$ cat config.mk
export PLATFORM = sky130hd
export DESIGN_NAME = rx_frame_parser_flat
export DESIGN_NICKNAME = d
export VERILOG_FILES = /design/src/rtl/rx_frame_pkg.sv /design/src/rtl/rx_frame_parser_if.sv /design/src/rtl/crc16_modbus_byte.sv /design/src/rtl/rx_frame_parser.sv /design/src/flat_wrapper.sv
export SDC_FILE = /design/constraint.sdc
export NUM_CORES = 1
export LEC_CHECK = 0
export ABC_CLOCK_PERIOD_IN_PS = 3810
export CORE_UTILIZATION = 30
export DETAILED_ROUTE_END_ITERATION = 12
export GPL_TIMING_DRIVEN = 0
export PLACE_DENSITY_LB_ADDON = 0.15
export REMOVE_ABC_BUFFERS = 1
export SKIP_CTS_REPAIR_TIMING = 1
export SKIP_LAST_GASP = 1
export SLEW_MARGIN = 20
export SYNTH_ARGS = -nofsm -noshare
export SYNTH_HDL_FRONTEND = slang
export SYNTH_HIERARCHICAL = 1
export SYNTH_SLANG_ARGS = --single-unit
$ cat constraint.sdc
create_clock -name sys_clk -period 3.81 [get_ports sys_clk]
set_input_delay 0.9525 -clock sys_clk [delete_from_list [all_inputs] [get_ports sys_clk]]
set_output_delay 0.9525 -clock sys_clk [all_outputs]
set_load 0.01 [all_outputs]
$ cat src/rtl/rx_frame_pkg.sv
// Shared definitions for the bus receive frame parser.
//   - rx_state_t : parser FSM states; each state names the byte it expects next
//                  (IDLE expects ID_L)
//   - RW_*       : RW byte command codes
//   - ERR_*      : frm_err_code values
//   - CRC_*      : CRC-16/MODBUS seed and reflected polynomial
package rx_frame_pkg;

   typedef enum logic [3:0] {
      ST_IDLE,
      ST_ID_H,
      ST_LEN_L,
      ST_LEN_H,
      ST_SID,
      ST_RW,
      ST_DATA,
      ST_CRC_L,
      ST_CRC_H,
      ST_SKIP
   } rx_state_t;

   localparam logic [7:0] RW_READ  = 8'h03;
   localparam logic [7:0] RW_WRITE = 8'h06;

   localparam logic [1:0] ERR_BAD_RW  = 2'd0;
   localparam logic [1:0] ERR_BAD_LEN = 2'd1;
   localparam logic [1:0] ERR_BAD_CRC = 2'd2;
   localparam logic [1:0] ERR_TIMEOUT = 2'd3;

   localparam logic [15:0] CRC_INIT = 16'hFFFF;
   localparam logic [15:0] CRC_POLY = 16'hA001;

endpackage

$ cat src/rtl/rx_frame_parser_if.sv
// Byte-stream input and command/error outputs of the frame parser.
//   rx_flag/rx_data            : byte strobe and byte from the bus receiver
//   ret_cmd/ret_cmd_flg        : sensor ID to read back, with one-cycle pulse
//   sen_cmd/sen_cmd_flag       : {sensor ID, payload}, with one-cycle pulse
//   frm_err/frm_err_code       : rejected-frame pulse and held reason code
// Modports: master = byte source / command sink, slave = parser.
interface rx_frame_parser_if #(
   parameter int DATA_BYTES = 4
);
   logic                      rx_flag;
   logic [7:0]                rx_data;
   logic [7:0]                ret_cmd;
   logic                      ret_cmd_flg;
   logic [8+8*DATA_BYTES-1:0] sen_cmd;
   logic                      sen_cmd_flag;
   logic                      frm_err;
   logic [1:0]                frm_err_code;

   modport master (
      output rx_flag, rx_data,
      input  ret_cmd, ret_cmd_flg, sen_cmd, sen_cmd_flag, frm_err, frm_err_code
   );

   modport slave (
      input  rx_flag, rx_data,
      output ret_cmd, ret_cmd_flg, sen_cmd, sen_cmd_flag, frm_err, frm_err_code
   );
endinterface

$ cat src/rtl/crc16_modbus_byte.sv
// Combinational CRC-16/MODBUS update for one byte (LSB-first, reflected poly).
//   crc_in  : running CRC before this byte
//   data_in : byte to fold in
//   crc_out : running CRC after this byte
// Only built when RX_FRAME_CRC_CHECK_EN is defined.
module crc16_modbus_byte
   import rx_frame_pkg::*;
(
   input  logic [15:0] crc_in,
   input  logic [7:0]  data_in,
   output logic [15:0] crc_out
);
   always_comb begin
      crc_out = crc_in ^ {8'h00, data_in};
      for (int i = 0; i < 8; i++) begin
         if (crc_out[0])
            crc_out = (crc_out >> 1) ^ CRC_POLY;
         else
            crc_out = crc_out >> 1;
      end
   end
endmodule

$ cat src/rtl/rx_frame_parser.sv
// Receive frame parser: extracts sensor read/write commands addressed to
// this node from the bus receiver byte stream.
// Frame: ID_L ID_H LEN_L LEN_H SID RW D0..D(N-1) CRC_L CRC_H (little-endian).
// Ports:
//   sys_clk, sys_rst : clock, asynchronous active-high reset
//   bus (slave)      : rx_flag/rx_data in; ret_cmd*, sen_cmd*, frm_err* out
// Optional: RX_FRAME_CRC_CHECK_EN builds the CRC-16/MODBUS check; without it
// the CRC bytes are consumed and ignored.
module rx_frame_parser
   import rx_frame_pkg::*;
#(
   parameter logic [15:0] NODE_ID    = 16'h0001,
   parameter int          DATA_BYTES = 4,
   parameter int          GAP_CYCLES = 50000,
   parameter logic [15:0] BCAST_ID   = 16'hFFFF
) (
   input logic          sys_clk,
   input logic          sys_rst,
   rx_frame_parser_if.slave bus
);
   localparam logic [15:0] LEN_OK   = 16'(DATA_BYTES + 4);
   localparam logic [2:0]  LAST_IDX = 3'(DATA_BYTES - 1);
   localparam logic [31:0] GAP_LIM  = 32'(GAP_CYCLES);
   localparam int          PAY_W    = 8 * DATA_BYTES;

   rx_state_t         state, state_nxt;
   logic [15:0]       id_q;
   logic [7:0]        len_lo_q;
   logic [15:0]       len_full;
   logic [15:0]       skip_cnt_q;
   logic [7:0]        sid_q;
   logic              rd_q;
   logic              rw_bad_q;
   logic [2:0]        idx_q;
   logic [PAY_W-1:0]  pay_q;
   logic [31:0]       gap_cnt_q;
   logic [31:0]       gap_nxt;
   logic              addr_own;
   logic              addr_hit;
   logic              crc_ok;
   logic              fire_rd;
   logic              fire_wr;
   logic              fire_err;
   logic [1:0]        err_code_nxt;

   assign len_full = {bus.rx_data, len_lo_q};
   assign addr_own = (id_q == NODE_ID);
   assign addr_hit = addr_own || (id_q == BCAST_ID);
   assign gap_nxt  = gap_cnt_q + 32'd1;

`ifdef RX_FRAME_CRC_CHECK_EN
   logic [15:0] crc_q;
   logic [15:0] crc_in;
   logic [15:0] crc_upd;
   logic [7:0]  crc_lo_q;

   // Seed from CRC_INIT on the first byte so every frame starts clean.
   assign crc_in = (state == ST_IDLE) ? CRC_INIT : crc_q;

   crc16_modbus_byte u_crc (
      .crc_in  (crc_in),
      .data_in (bus.rx_data),
      .crc_out (crc_upd)
   );

   always_ff @(posedge sys_clk) begin
      if (bus.rx_flag) begin
         if (state inside {ST_IDLE, ST_ID_H, ST_LEN_L, ST_LEN_H, ST_SID, ST_RW, ST_DATA})
            crc_q <= crc_upd;
         if (state == ST_CRC_L)
            crc_lo_q <= bus.rx_data;
      end
   end

   assign crc_ok = ({bus.rx_data, crc_lo_q} == crc_q);
`else
   assign crc_ok = 1'b1;
`endif

   // State register
   always_ff @(posedge sys_clk or posedge sys_rst) begin
      if (sys_rst)
         state <= ST_IDLE;
      else
         state <= state_nxt;
   end

   // Next state and completion decisions
   always_comb begin
      state_nxt    = state;
      fire_rd      = 1'b0;
      fire_wr      = 1'b0;
      fire_err     = 1'b0;
      err_code_nxt = ERR_BAD_RW;
      if (bus.rx_flag) begin
         case (state)
            ST_IDLE:  state_nxt = ST_ID_H;
            ST_ID_H:  state_nxt = ST_LEN_L;
            ST_LEN_L: state_nxt = ST_LEN_H;
            ST_LEN_H: begin
               if (!addr_hit) begin
                  // Foreign frame: drop quietly but stay byte-aligned.
                  state_nxt = (len_full == 16'd0) ? ST_IDLE : ST_SKIP;
               end else if (len_full != LEN_OK) begin
                  fire_err     = 1'b1;
                  err_code_nxt = ERR_BAD_LEN;
                  state_nxt    = (len_full == 16'd0) ? ST_IDLE : ST_SKIP;
               end else begin
                  state_nxt = ST_SID;
               end
            end
            ST_SID:   state_nxt = ST_RW;
            ST_RW:    state_nxt = ST_DATA;
            ST_DATA:  state_nxt = (idx_q == LAST_IDX) ? ST_CRC_L : ST_DATA;
            ST_CRC_L: state_nxt = ST_CRC_H;
            ST_CRC_H: begin
               state_nxt = ST_IDLE;
               if (!crc_ok) begin
                  fire_err     = 1'b1;
                  err_code_nxt = ERR_BAD_CRC;
               end else if (rw_bad_q) begin
                  fire_err     = 1'b1;
                  err_code_nxt = ERR_BAD_RW;
               end else if (rd_q) begin
                  // Broadcast reads have no single responder; drop them.
                  fire_rd = addr_own;
               end else begin
                  fire_wr = 1'b1;
               end
            end
            ST_SKIP:  state_nxt = (skip_cnt_q == 16'd1) ? ST_IDLE : ST_SKIP;
            default:  state_nxt = ST_IDLE;
         endcase
      end else if (state != ST_IDLE && gap_nxt == GAP_LIM) begin
         // A byte in the expiry cycle takes the branch above instead.
         state_nxt    = ST_IDLE;
         fire_err     = 1'b1;
         err_code_nxt = ERR_TIMEOUT;
      end
   end

   // Frame field capture
   always_ff @(posedge sys_clk) begin
      if (bus.rx_flag) begin
         case (state)
            ST_IDLE:  id_q[7:0]  <= bus.rx_data;
            ST_ID_H:  id_q[15:8] <= bus.rx_data;
            ST_LEN_L: len_lo_q   <= bus.rx_data;
            ST_LEN_H: skip_cnt_q <= len_full;
            ST_SID:   sid_q      <= bus.rx_data;
            ST_RW: begin
               rd_q     <= (bus.rx_data == RW_READ);
               rw_bad_q <= (bus.rx_data != RW_READ) && (bus.rx_data != RW_WRITE);
               idx_q    <= 3'd0;
            end
            ST_DATA: begin
               pay_q[{idx_q, 3'b000} +: 8] <= bus.rx_data;
               idx_q <= idx_q + 3'd1;
            end
            ST_SKIP:  skip_cnt_q <= skip_cnt_q - 16'd1;
            default: ;
         endcase
      end
   end

   // Gap counter and registered outputs
   always_ff @(posedge sys_clk or posedge sys_rst) begin
      if (sys_rst) begin
         gap_cnt_q        <= '0;
         bus.ret_cmd      <= '0;
         bus.ret_cmd_flg  <= 1'b0;
         bus.sen_cmd      <= '0;
         bus.sen_cmd_flag <= 1'b0;
         bus.frm_err      <= 1'b0;
         bus.frm_err_code <= '0;
      end else begin
         gap_cnt_q        <= (bus.rx_flag || state_nxt == ST_IDLE) ? 32'd0 : gap_nxt;
         bus.ret_cmd_flg  <= fire_rd;
         bus.sen_cmd_flag <= fire_wr;
         bus.frm_err      <= fire_err;
         if (fire_rd)
            bus.ret_cmd <= sid_q;
         if (fire_wr)
            bus.sen_cmd <= {sid_q, pay_q};
         if (fire_err)
            bus.frm_err_code <= err_code_nxt;
      end
   end

endmodule

$ cat src/flat_wrapper.sv
// flat-port wrapper written by rule: the top's interface ports become plain ports
module rx_frame_parser_flat import rx_frame_pkg::*;
#(
   parameter logic [15:0] NODE_ID    = 16'h0001,
   parameter int          DATA_BYTES = 4,
   parameter int          GAP_CYCLES = 50000,
   parameter logic [15:0] BCAST_ID   = 16'hFFFF
)
  (sys_clk, sys_rst, bus_rx_flag, bus_rx_data, bus_ret_cmd, bus_ret_cmd_flg, bus_sen_cmd, bus_sen_cmd_flag, bus_frm_err, bus_frm_err_code);
  rx_frame_parser_if #(.DATA_BYTES(DATA_BYTES)) bus_i ();
  input logic sys_clk;
  input logic sys_rst;
  input wire logic [$bits(bus_i.rx_flag)-1:0] bus_rx_flag;
  input wire logic [$bits(bus_i.rx_data)-1:0] bus_rx_data;
  output wire logic [$bits(bus_i.ret_cmd)-1:0] bus_ret_cmd;
  output wire logic [$bits(bus_i.ret_cmd_flg)-1:0] bus_ret_cmd_flg;
  output wire logic [$bits(bus_i.sen_cmd)-1:0] bus_sen_cmd;
  output wire logic [$bits(bus_i.sen_cmd_flag)-1:0] bus_sen_cmd_flag;
  output wire logic [$bits(bus_i.frm_err)-1:0] bus_frm_err;
  output wire logic [$bits(bus_i.frm_err_code)-1:0] bus_frm_err_code;
  assign bus_i.rx_flag = bus_rx_flag;
  assign bus_i.rx_data = bus_rx_data;
  assign bus_ret_cmd = bus_i.ret_cmd;
  assign bus_ret_cmd_flg = bus_i.ret_cmd_flg;
  assign bus_sen_cmd = bus_i.sen_cmd;
  assign bus_sen_cmd_flag = bus_i.sen_cmd_flag;
  assign bus_frm_err = bus_i.frm_err;
  assign bus_frm_err_code = bus_i.frm_err_code;
  rx_frame_parser #(.NODE_ID(NODE_ID), .DATA_BYTES(DATA_BYTES), .GAP_CYCLES(GAP_CYCLES), .BCAST_ID(BCAST_ID)) u_core (.sys_clk(sys_clk), .sys_rst(sys_rst), .bus(bus_i));
endmodule
==> impl_metrics.yaml, run 1 <==
status:
  status: "finished, final reports clean"
global_route:
  grt_max_degree: 47
  grt_util_all_layers_pct: 13.9
  overflow: 0
  antenna_found_initial: 0
  grt_pass1_vias: 5245
  grt_first_pass_wirelength_um: 28300
timing:
  slew_headroom_pct: 31.2
  hold_viol_final: 0
  slew_viol_final: 0
  rsz0062_at_grt: "no"
  hold_slack_ns: 0.476
  worstMarginPinSlew_ns: 1.02
  fmax_mhz: 316
  finClkSkew_ns: 0.0130
  fin_crit_sh_pct: 83.0
  finalSetupTns_ns: 0
  fin_crit_ns: 3.16
  setup_viol: 0
synth:
  synth-compound-area-share_pct: 4.55
  yosysTopAreaCell: "edfxtp_1"
  yosys.cell_types.count: 59
  synth-adder-area-share_pct: 1.74
  synthCells: 637
  yosys.area.top_type_share_pct: 32.4
  synth_area_um2: 7890
  ys_async_sr_fraction_pct: 51.1
  synth_seq_area_share_pct: 60.6
  yosys.area_share.simple_pct: 18.4
  synth_warnings: 6
  synth_ff_type: "dfrtp_1"
  synth_xor_area_share_pct: 5.11
  synth_top_family_by_area: "simple AND/OR/NAND/NOR gates"
  synthMuxAreaShare_pct: 7.25
  ys_top_cells_by_area: "edfxtp_1, dfrtp_1, mux2_2, xnor2_1, and2_1"
  synth-edff-count: 85
  synth_seq_cells: 174
  avgSynthCellArea_um2: 12.4
finish:
  diodes: 0
  nets: 725
  drive_gt1_share_pct: 15.8
  fill_cells: 2419
  final_cells: 1046
  area_growth_pct: 21.0
critical_path:
  cp.arrival_ns: 3.46
  critical_path_class: "reg2reg"
  worstPathRequired_ns: 4.11
  cp-end-kind: "register"
  crit_path_start_kind: "register"
  cp_max_fo: 14
cts:
  cts_made_buffers: 17
  cts_sinks: 174
  clk_pin_slew_worst_paths_ns: 0.07
  cts_tree: "yes"
  clkLatencyLatePin_ns: 0.43
  htreeDepth: 4
  cts_buffer_depth: 2
  clockRootBuffer: "clkbuf_16"
routing:
  postRouteAntennaNets: 0
  routed_via_density: 4.95
  vias: 5176
  wl_per_cell_um: 16.8
  drcViolationCount: 0
  drt_iter0_drc: 391
  dr.pass1.iters: 5
  routed_wirelength_um: 17600
floorplan:
  die_w_um: 164
  io_pins: 64
  rows: 58
  fp.dieH_um: 164
  core_area_um2: 25500
  start_util_pct: 31.0
  fp.dieArea_um2: 26900
place:
  gp_congestion: 0.784
  place_inst: 1013
  place_hpwl_um: 12100
  io_buffers: 63
pwr:
  peakVddDrop_v: 0.000288
  leakage_nw: 3.54
  p_per_area_nw_per_um2: 569
hold_path:
  hold_class: "reg2reg"
flow_run:
  max_cap_violations: 0
-- cell usage after synthesis, drive strengths merged (3+ instances only) --
| library cell | instances |
|---|---|
| or3 | 6 |
| a21oi | 18 |
| nand3 | 23 |
| nor2 | 49 |
| o21ai | 9 |
| and3 | 8 |
| inv | 13 |
| o31ai | 3 |
| nand2 | 28 |
| nor4 | 15 |
| or2 | 4 |
| edfxtp | 85 |
| clkbuf | 18 |
| xnor2 | 27 |
| mux2 | 49 |
| or4 | 4 |
| and4 | 4 |
| ha | 11 |
| nand4 | 17 |
| xor2 | 19 |
| o31a | 3 |
| nor3b | 5 |
| nor3 | 47 |
| a31oi | 3 |
| buf | 9 |
| dfrtp | 89 |
| nand2b | 6 |
| and2 | 37 |
-- where the power goes --
part	switching, W	internal, W	total (W)
registers	0.000214	0.00231	0.00252
logic	0.000520	0.000627	0.00115
clock network	0.000816	0.000943	0.00176
-- cells in the final DEF, fill, tap and decap left out, drive strengths merged, types with 2 or more instances in the layout --
master         count
a21o               2
o31a               3
clkinv             5
clkbuf            18
nor2              49
nand2b             6
inv               20
and2              37
xnor2             27
nand4             17
or3                6
edfxtp            85
nand2             28
or4                4
mux2              49
o32a               2
o2111ai            2
nor3b              5
and3               8
buf               11
a211oi             2
and4               4
o31ai              3
a21oi             18
mux2i              2
a31oi              3
nor3              47
ha                11
nor4              15
or2                4
nand4b             2
o21ai              9
xor2              19
nand3             23
dfrtp             89
clkdlybuf4s50     63
-- registers in the layout (all words and copies together) (netlist names) --
| signal | cells |
|---|---|
| u_core/rw_bad_q | 1 |
| u_core/len_lo_q | 8 |
| u_core/skip_cnt_q | 16 |
| u_core/bus.sen_cmd_flag | 1 |
| u_core/bus.frm_err_code | 2 |
| u_core/bus.frm_err | 1 |
| u_core/state | 4 |
| u_core/id_q | 16 |
| u_core/gap_cnt_q | 32 |
| u_core/bus.ret_cmd | 8 |
| u_core/pay_q | 32 |
| u_core/rd_q | 1 |
| u_core/sid_q | 8 |
| u_core/bus.sen_cmd | 40 |
| u_core/bus.ret_cmd_flg | 1 |
| u_core/idx_q | 3 |
-- layout make-up --
cell class              count  area, µm²  area share [%]
clock buffers              18        429            4.50
clock inverters            14        175            1.83
inverters                  13       53.8           0.564
multi-input cells         423       2950            30.9
flip-flops and latches    174       4780            50.1
well taps                 330        413            4.33
repair buffers             74        748            7.84
-- stage by stage --
| step | instance area (µm²) | total power [W] | worst slack (ns) | util, % |
|---|---|---|---|---|
| after CTS | 9540 | 0.00550 | 0.322 | 37.4 |
| after floorplan | 7750 | 0.00309 | -0.580 | - |
| after global routing | 9550 | 0.00572 | 0.390 | 37.5 |
| after global placement | 8800 | 0.00367 | -3.19 | 34.5 |
| after detailed placement | 8930 | 0.00373 | 0.306 | 35.1 |
| final | 9550 | 0.00543 | 0.649 | 37.5 |
-- path summary, 6_finish.rpt --
| check | from | end | slack [ns] | cells past startpoint |
|---|---|---|---|---|
| hold reg to reg | u_core/pay_q[4] | u_core/bus.sen_cmd[4] | 0.48 | 1 |
| max in group asynchronous | sys_rst | u_core/gap_cnt_q[8] | 2.30 | 3 |
| setup / recovery | u_core/gap_cnt_q[0] | u_core/state[3] | 0.65 | 10 |
| min in group asynchronous | sys_rst | u_core/bus.sen_cmd[12] | 0.92 | 2 |
| hold / removal | u_core/pay_q[4] | u_core/bus.sen_cmd[4] | 0.48 | 1 |
| setup reg to reg | u_core/gap_cnt_q[0] | u_core/state[3] | 0.65 | 10 |
-- per-layer routing --
layer / GRT usage [%] / wire length, µm / up-vias
li1: - / - / 2452
met1: 18.5 / 8130 / 2598
met2: 22.1 / 8530 / 108
met3: 2.68 / 642 / 18
met4: 5.43 / 259 / 0
met5: 0 / 0 / -
-- worst max-delay path, cell delays in order (launching register included) --
cell and delay [ns]:
dfrtp_1 0.43, ha_1 0.28, and3_1 0.29, nand2b_1 0.21, o21ai_0 0.27, nor4bb_1 0.42, o2111ai_1 0.28, nor4_4 0.36
buf_6 0.20, buf_6 0.17, o21ai_0 0.12
-- kinds of logic (layout without fill, tap and decap cells) --
kind of cell / Yosys count / after routing
AND/OR/NAND/NOR: 261 / 261
buffers and inverters: 40 / 119
XOR/XNOR: 46 / 46
flip-flops: 174 / 174
multiplexers: 51 / 51
adder cells (fa/ha/maj): 11 / 11
AO/OA/AOI/OAI: 54 / 54
Note: power is estimated with default switching activity, not from simulation.
==> run 2: changes to the inputs <==
--- a/config.mk
+++ b/config.mk
@@ -5,7 +5,7 @@
 export SDC_FILE = /design/constraint.sdc
 export NUM_CORES = 1
 export LEC_CHECK = 0
-export ABC_CLOCK_PERIOD_IN_PS = 3810
+export ABC_CLOCK_PERIOD_IN_PS = 3100
 export CORE_UTILIZATION = 30
 export DETAILED_ROUTE_END_ITERATION = 12
 export GPL_TIMING_DRIVEN = 0
==> constraint.sdc (replaced) <==
create_clock -name sys_clk -period 3.1 [get_ports sys_clk]
set_input_delay 0.775 -clock sys_clk [delete_from_list [all_inputs] [get_ports sys_clk]]
set_output_delay 0.775 -clock sys_clk [all_outputs]
set_load 0.01 [all_outputs]
==> impl_metrics.yaml, run 2 (synthesized netlist as in run 1, its figures left out) <==
timing:
  fin_crit_ns: 2.93
  slew_headroom_pct: 31.3
  setup_viol: 0
  fin_crit_sh_pct: 94.7
  slew_viol_final: 0
  hold_viol_final: 0
  rsz0062_at_grt: "no"
  fmax_mhz: 341
  worstMarginPinSlew_ns: 1.02
  setup_ws_ns: 0.165
  finClkSkew_ns: 0.0113
finish:
  stdcell_area_um2: 9630
  largest_reg_flops: 40
  layout_commonest_cell: "dfrtp_1"
  final_cell_mix: "dfrtp_1, edfxtp_1, clkdlybuf4s50_1"
  nets: 728
  drive_gt1_share_pct: 17.2
  area_growth_pct: 22.1
  top_regs: "u_core/bus.sen_cmd (40), u_core/gap_cnt_q (32), u_core/pay_q (32)"
  largest-register: "u_core/bus.sen_cmd"
hold_path:
  hold_path_startpoint: "u_core/pay_q[4]"
  hold-path-cell-count: 1
  hold_class: "reg2reg"
  holdPathEnd: "u_core/bus.sen_cmd[4]"
global_route:
  grt_max_degree: 47
  grt_pass1_vias: 5245
  antenna_found_initial: 0
  grt_util_all_layers_pct: 13.9
  overflow: 0
  grt_first_pass_wirelength_um: 28300
critical_path:
  r2r_slack_ns: 0.17
  slowest_stage: "dfrtp_1"
  cp-end-kind: "register"
  worstPathRequired_ns: 3.39
  slowest_delay_ns: 0.41
  r2r_end: "u_core/state[3]"
  path_cells: "ha_2 -> nand3_4 -> o32a_1 -> o32a_1 -> a2111oi_4 -> o2111ai_2 -> nor4_4 -> buf_6 -> buf_6 -> o21ai_0"
  cp.arrival_ns: 3.23
  reg2reg_from: "u_core/gap_cnt_q[1]"
  cp_max_fo: 14
  crit_path_start_kind: "register"
  r2r_cells: 10
  critical_path_class: "reg2reg"
  cp_top_family: "compound AO/OA/AOI/OAI gates"
  critPathBufInv: 2
routing:
  routed_wirelength_um: 17600
  drt_iter0_drc: 432
  dr.pass1.iters: 5
  routed_via_density: 4.95
  wl_per_cell_um: 16.8
  drcViolationCount: 0
  vias: 5197
  postRouteAntennaNets: 0
status:
  status: "finished, final reports clean"
cts:
  cts_tree: "yes"
  cts_made_buffers: 17
  cts_buffer_depth: 2
  clockRootBuffer: "clkbuf_16"
  cts_sinks: 174
  clk_pin_slew_worst_paths_ns: 0.07
  htreeDepth: 4
  clkLatencyLatePin_ns: 0.43
floorplan:
  fp.dieArea_um2: 26900
  fp.dieH_um: 164
  die_w_um: 164
  io_pins: 64
  rows: 58
  start_util_pct: 31.0
  core_area_um2: 25500
place:
  gp_congestion: 0.784
  io_buffers: 63
  placed_area_um2: 8930
  dp_slack_ns: -0.368
  place_hpwl_um: 12100
pwr:
  peakVddDrop_v: 0.000354
  leakage_nw: 3.55
  p_per_area_nw_per_um2: 693
flow_run:
  max_cap_violations: 0
## run 2: cell type report
type	instances	area (µm²)
Sequential cell	174	4780
Multi-Input combinational cell	423	3000
Inverter	13	53.8
Antenna cell	1	2.50
Fill cell	2418	15800
Tap cell	330	413
Clock buffer	18	429
Clock inverter	14	175
Timing Repair Buffer	77	771
## run 2: layer usage
layer / routed length [µm] / share of wire [%] / global-route usage [%] / up-vias
met4: 269 / 1.5 / 5.43 / 0
met2: 8600 / 49 / 22.1 / 115
met5: 0 / 0 / 0 / -
li1: - / - / - / 2459
met1: 8150 / 46 / 18.5 / 2605
met3: 609 / 3.5 / 2.68 / 18
## run 2: where the power goes
part | internal, W | total [W] | switching [W]
Combinational | 0.000772 | 0.00141 | 0.000640
Sequential | 0.00284 | 0.00310 | 0.000265
Clock | 0.00116 | 0.00216 | 0.00100
Total | 0.00477 | 0.00668 | 0.00191
## run 2: how the worst max path moves through the flow
stage | from | cells after the start | slack, ns | endpoint
finish | u_core/gap_cnt_q[1] | 10 | 0.17 | u_core/state[3]
global route | u_core/gap_cnt_q[1] | 10 | 0.05 | u_core/state[0]
CTS | u_core/gap_cnt_q[0] | 10 | -0.39 | u_core/state[3]
detailed placement | u_core/gap_cnt_q[0] | 10 | -0.37 | u_core/state[3]
global placement | bus_rx_flag | 4 | -3.72 | u_core/bus.sen_cmd[30]
floorplan | bus_rx_flag | 3 | -1.11 | u_core/bus.sen_cmd[0]
## run 2: stage by stage
stage               power [W]  utilization, %  hold WS (ns)  setup TNS, ns  std cells
global placement      0.00451            34.5         0.459        -337.88       1003
CTS                   0.00677            37.4         0.480          -7.23       1045
detailed placement    0.00459            35.1         0.464          -7.99       1013
floorplan             0.00380               -         0.454         -45.46        610
global route          0.00703            37.8         0.492              0       1049
finish                0.00668            37.8         0.476              0       1050
## run 2: worst reg2reg max path, cell delays in order, from the launching register on
cell and delay [ns]:
dfrtp_1 0.41, ha_2 0.28, nand3_4 0.14, o32a_1 0.37, o32a_1 0.34, a2111oi_4 0.23
o2111ai_2 0.20, nor4_4 0.34, buf_6 0.20, buf_6 0.18, o21ai_0 0.12
==> run 3: changes to the inputs <==
--- a/config.mk
+++ b/config.mk
@@ -9,12 +9,13 @@
 export CORE_UTILIZATION = 30
 export DETAILED_ROUTE_END_ITERATION = 12
 export GPL_TIMING_DRIVEN = 0
+export HOLD_SLACK_MARGIN = 0.02
 export PLACE_DENSITY_LB_ADDON = 0.15
 export REMOVE_ABC_BUFFERS = 1
+export SETUP_SLACK_MARGIN = 0.05
 export SKIP_CTS_REPAIR_TIMING = 1
 export SKIP_LAST_GASP = 1
 export SLEW_MARGIN = 20
 export SYNTH_ARGS = -nofsm -noshare
 export SYNTH_HDL_FRONTEND = slang
-export SYNTH_HIERARCHICAL = 1
 export SYNTH_SLANG_ARGS = --single-unit
==> impl_metrics.yaml, run 3 <==
synth:
  synth_area_um2: 7770
  synth_top_family_by_area: "simple AND/OR/NAND/NOR gates"
  synth-edff-count: 85
  synth_warnings: 0
  synth_xor_area_share_pct: 5.52
  ys_top_cells_by_count: "dfrtp_1, edfxtp_1, mux2_2"
  yosys.cell_types.count: 50
  synth_seq_area_share_pct: 61.5
  synthCells: 630
  yosys.area.top_type_share_pct: 32.8
  yosys.area_share.simple_pct: 17.9
  avgSynthCellArea_um2: 12.3
  synth.most_common_cell: "dfrtp_1"
  synth-adder-area-share_pct: 1.29
  synth_seq_cells: 174
  ys_async_sr_fraction_pct: 51.1
  synth_ff_type: "dfrtp_1"
  yosysTopAreaCell: "edfxtp_1"
  synthMuxAreaShare_pct: 7.61
  ys_top_cells_by_area: "edfxtp_1, dfrtp_1, mux2_2, xnor2_1, and2_1"
  synth-compound-area-share_pct: 4.09
timing:
  slew_headroom_pct: 31.3
  setup_viol: 0
  rsz0062_at_grt: "yes"
  fin_crit_ns: 2.91
  worstMarginPinSlew_ns: 1.03
  slew_viol_final: 0
  finClkSkew_ns: 0.0159
  hold_viol_final: 0
  setup_ws_ns: 0.191
  fin_crit_sh_pct: 93.8
  hold_slack_ns: 0.479
  fmax_mhz: 344
place:
  io_buffers: 63
  place_inst: 1006
  place_hpwl_um: 11600
  gp_congestion: 0.768
  dp_slack_ns: -0.665
  placed_area_um2: 8840
critical_path:
  r2r_cells: 8
  slowest_stage: "or4_4"
  path_common_cell: "or4_4"
  cp_max_fo: 15
  slowest_delay_ns: 0.59
  worstPathRequired_ns: 3.38
  cp.arrival_ns: 3.19
  path_cells: "nand4_4 -> or4_4 -> a211oi_2 -> nand4_1 -> or4_4 -> nor4_4 -> buf_12 -> nor3b_1"
  reg2reg_from: "u_core.gap_cnt_q[1]"
  critPathBufInv: 1
  cp_top_family: "simple AND/OR/NAND/NOR gates"
  cp-end-kind: "register"
  r2r_slack_ns: 0.19
  crit_path_start_kind: "register"
  r2r_end: "u_core.gap_cnt_q[9]"
  critical_path_class: "reg2reg"
floorplan:
  fp.dieH_um: 163
  rows: 58
  die_w_um: 163
  io_pins: 64
  start_util_pct: 30.7
  fp.dieArea_um2: 26600
  core_area_um2: 25300
cts:
  cts_made_buffers: 17
  cts_tree: "yes"
  clk_pin_slew_worst_paths_ns: 0.07
  cts_buffer_depth: 2
  clockRootBuffer: "clkbuf_16"
  clkLatencyLatePin_ns: 0.44
  htreeDepth: 4
  cts_sinks: 174
hold_path:
  hold_path_startpoint: "u_core.pay_q[4]"
  hold_class: "reg2reg"
  holdPathEnd: "u_core.bus.sen_cmd[4]"
  hold-path-cell-count: 1
finish:
  fill_cells: 2430
  largest_reg_flops: 40
  largest-register: "u_core.bus.sen_cmd"
  area_growth_pct: 23.4
  top_regs: "u_core.bus.sen_cmd (40), u_core.gap_cnt_q (32), u_core.pay_q (32)"
  drive_gt1_share_pct: 17.0
  final_cell_mix: "dfrtp_1, edfxtp_1, clkdlybuf4s50_1"
  diodes: 0
  final_cells: 1043
  stdcell_area_um2: 9590
  nets: 719
routing:
  routed_wirelength_um: 17500
  dr.pass1.iters: 5
  postRouteAntennaNets: 0
  wl_per_cell_um: 16.8
  drt_iter0_drc: 238
  drcViolationCount: 0
  vias: 5065
  routed_via_density: 4.86
pwr:
  p_per_area_nw_per_um2: 687
  peakVddDrop_v: 0.000308
  leakage_nw: 3.69
global_route:
  grt_util_all_layers_pct: 14.1
  grt_first_pass_wirelength_um: 28500
  antenna_found_initial: 1
  grt_pass1_vias: 5275
  overflow: 0
  grt_max_degree: 69
status:
  status: "finished, final reports clean"
flow_run:
  max_cap_violations: 0
-- run 3: changes by cell type in the layout (fill, tap and decap cells not counted), moves of 6 or more --
cell     previous run  this run
nor3_1             42        22
a21oi_1            18         4
nand2_1            27        44
o21ai_0             7        24
inv_1              12        18
-- run 3: worst max path at each step --
stage,start,to,cells past startpoint
3_5_place_dp,u_core.gap_cnt_q[0],u_core.gap_cnt_q[6],8
6_report,u_core.gap_cnt_q[1],u_core.gap_cnt_q[9],8
5_1_grt,u_core.gap_cnt_q[6],u_core.gap_cnt_q[15],8
3_3_place_gp,bus_rx_flag,u_core.bus.sen_cmd[11],5
2_1_floorplan,bus_rx_flag,u_core.bus.sen_cmd[0],4
4_1_cts,u_core.gap_cnt_q[0],u_core.gap_cnt_q[6],8
-- run 3: worst register-to-register path, cell delays in order, from the launching register on --
cell and delay [ns]:
dfrtp_1 0.45, nand4_4 0.19, or4_4 0.60, a211oi_2 0.23, nand4_1 0.14, or4_4 0.58, nor4_4 0.34, buf_12 0.19
nor3b_1 0.06
-- run 3: stage by stage --
step	total power (W)	setup TNS [ns]	utilization [%]
2_1_floorplan	0.00371	-19.17	-
3_3_place_gp	0.00439	-270.33	34.4
3_5_place_dp	0.00446	-26.29	34.9
4_1_cts	0.00666	-9.96	37.3
5_1_grt	0.00693	0	37.9
6_report	0.00659	0	37.9
-- run 3: kinds of logic after synthesis --
logic type	Yosys count
buf+inv	42
xor+xnor	49
compound gates	50
simple gates	254
fa+ha+maj	8
flops	174
mux	53
-- run 3: layout make-up --
type                    instances  area (µm²)  share of cell area [%]
well taps                     330         413                    4.31
inverters                      19        76.3                   0.796
multi-input cells             415        2950                    30.7
flip-flops and latches        174        4780                    49.9
clock buffers                  18         450                    4.70
clock inverters                14         163                    1.70
repair buffers                 73         756                    7.88
-- run 3: routing by layer --
layer	track usage, %	vias up	part of all wire [%]
li1	-	2420	-
met1	17.9	2546	47
met2	23.0	83	48
met3	3.59	16	3.6
met4	5.14	0	1.7
met5	0	-	0
-- run 3: report_power, final --
part | leakage (nW) | internal (W) | switching, W
registers | 1.98 | 0.00282 | 0.000302
clock network | 0.300 | 0.00113 | 0.00104
logic | 1.41 | 0.000694 | 0.000595
total | 3.69 | 0.00465 | 0.00194
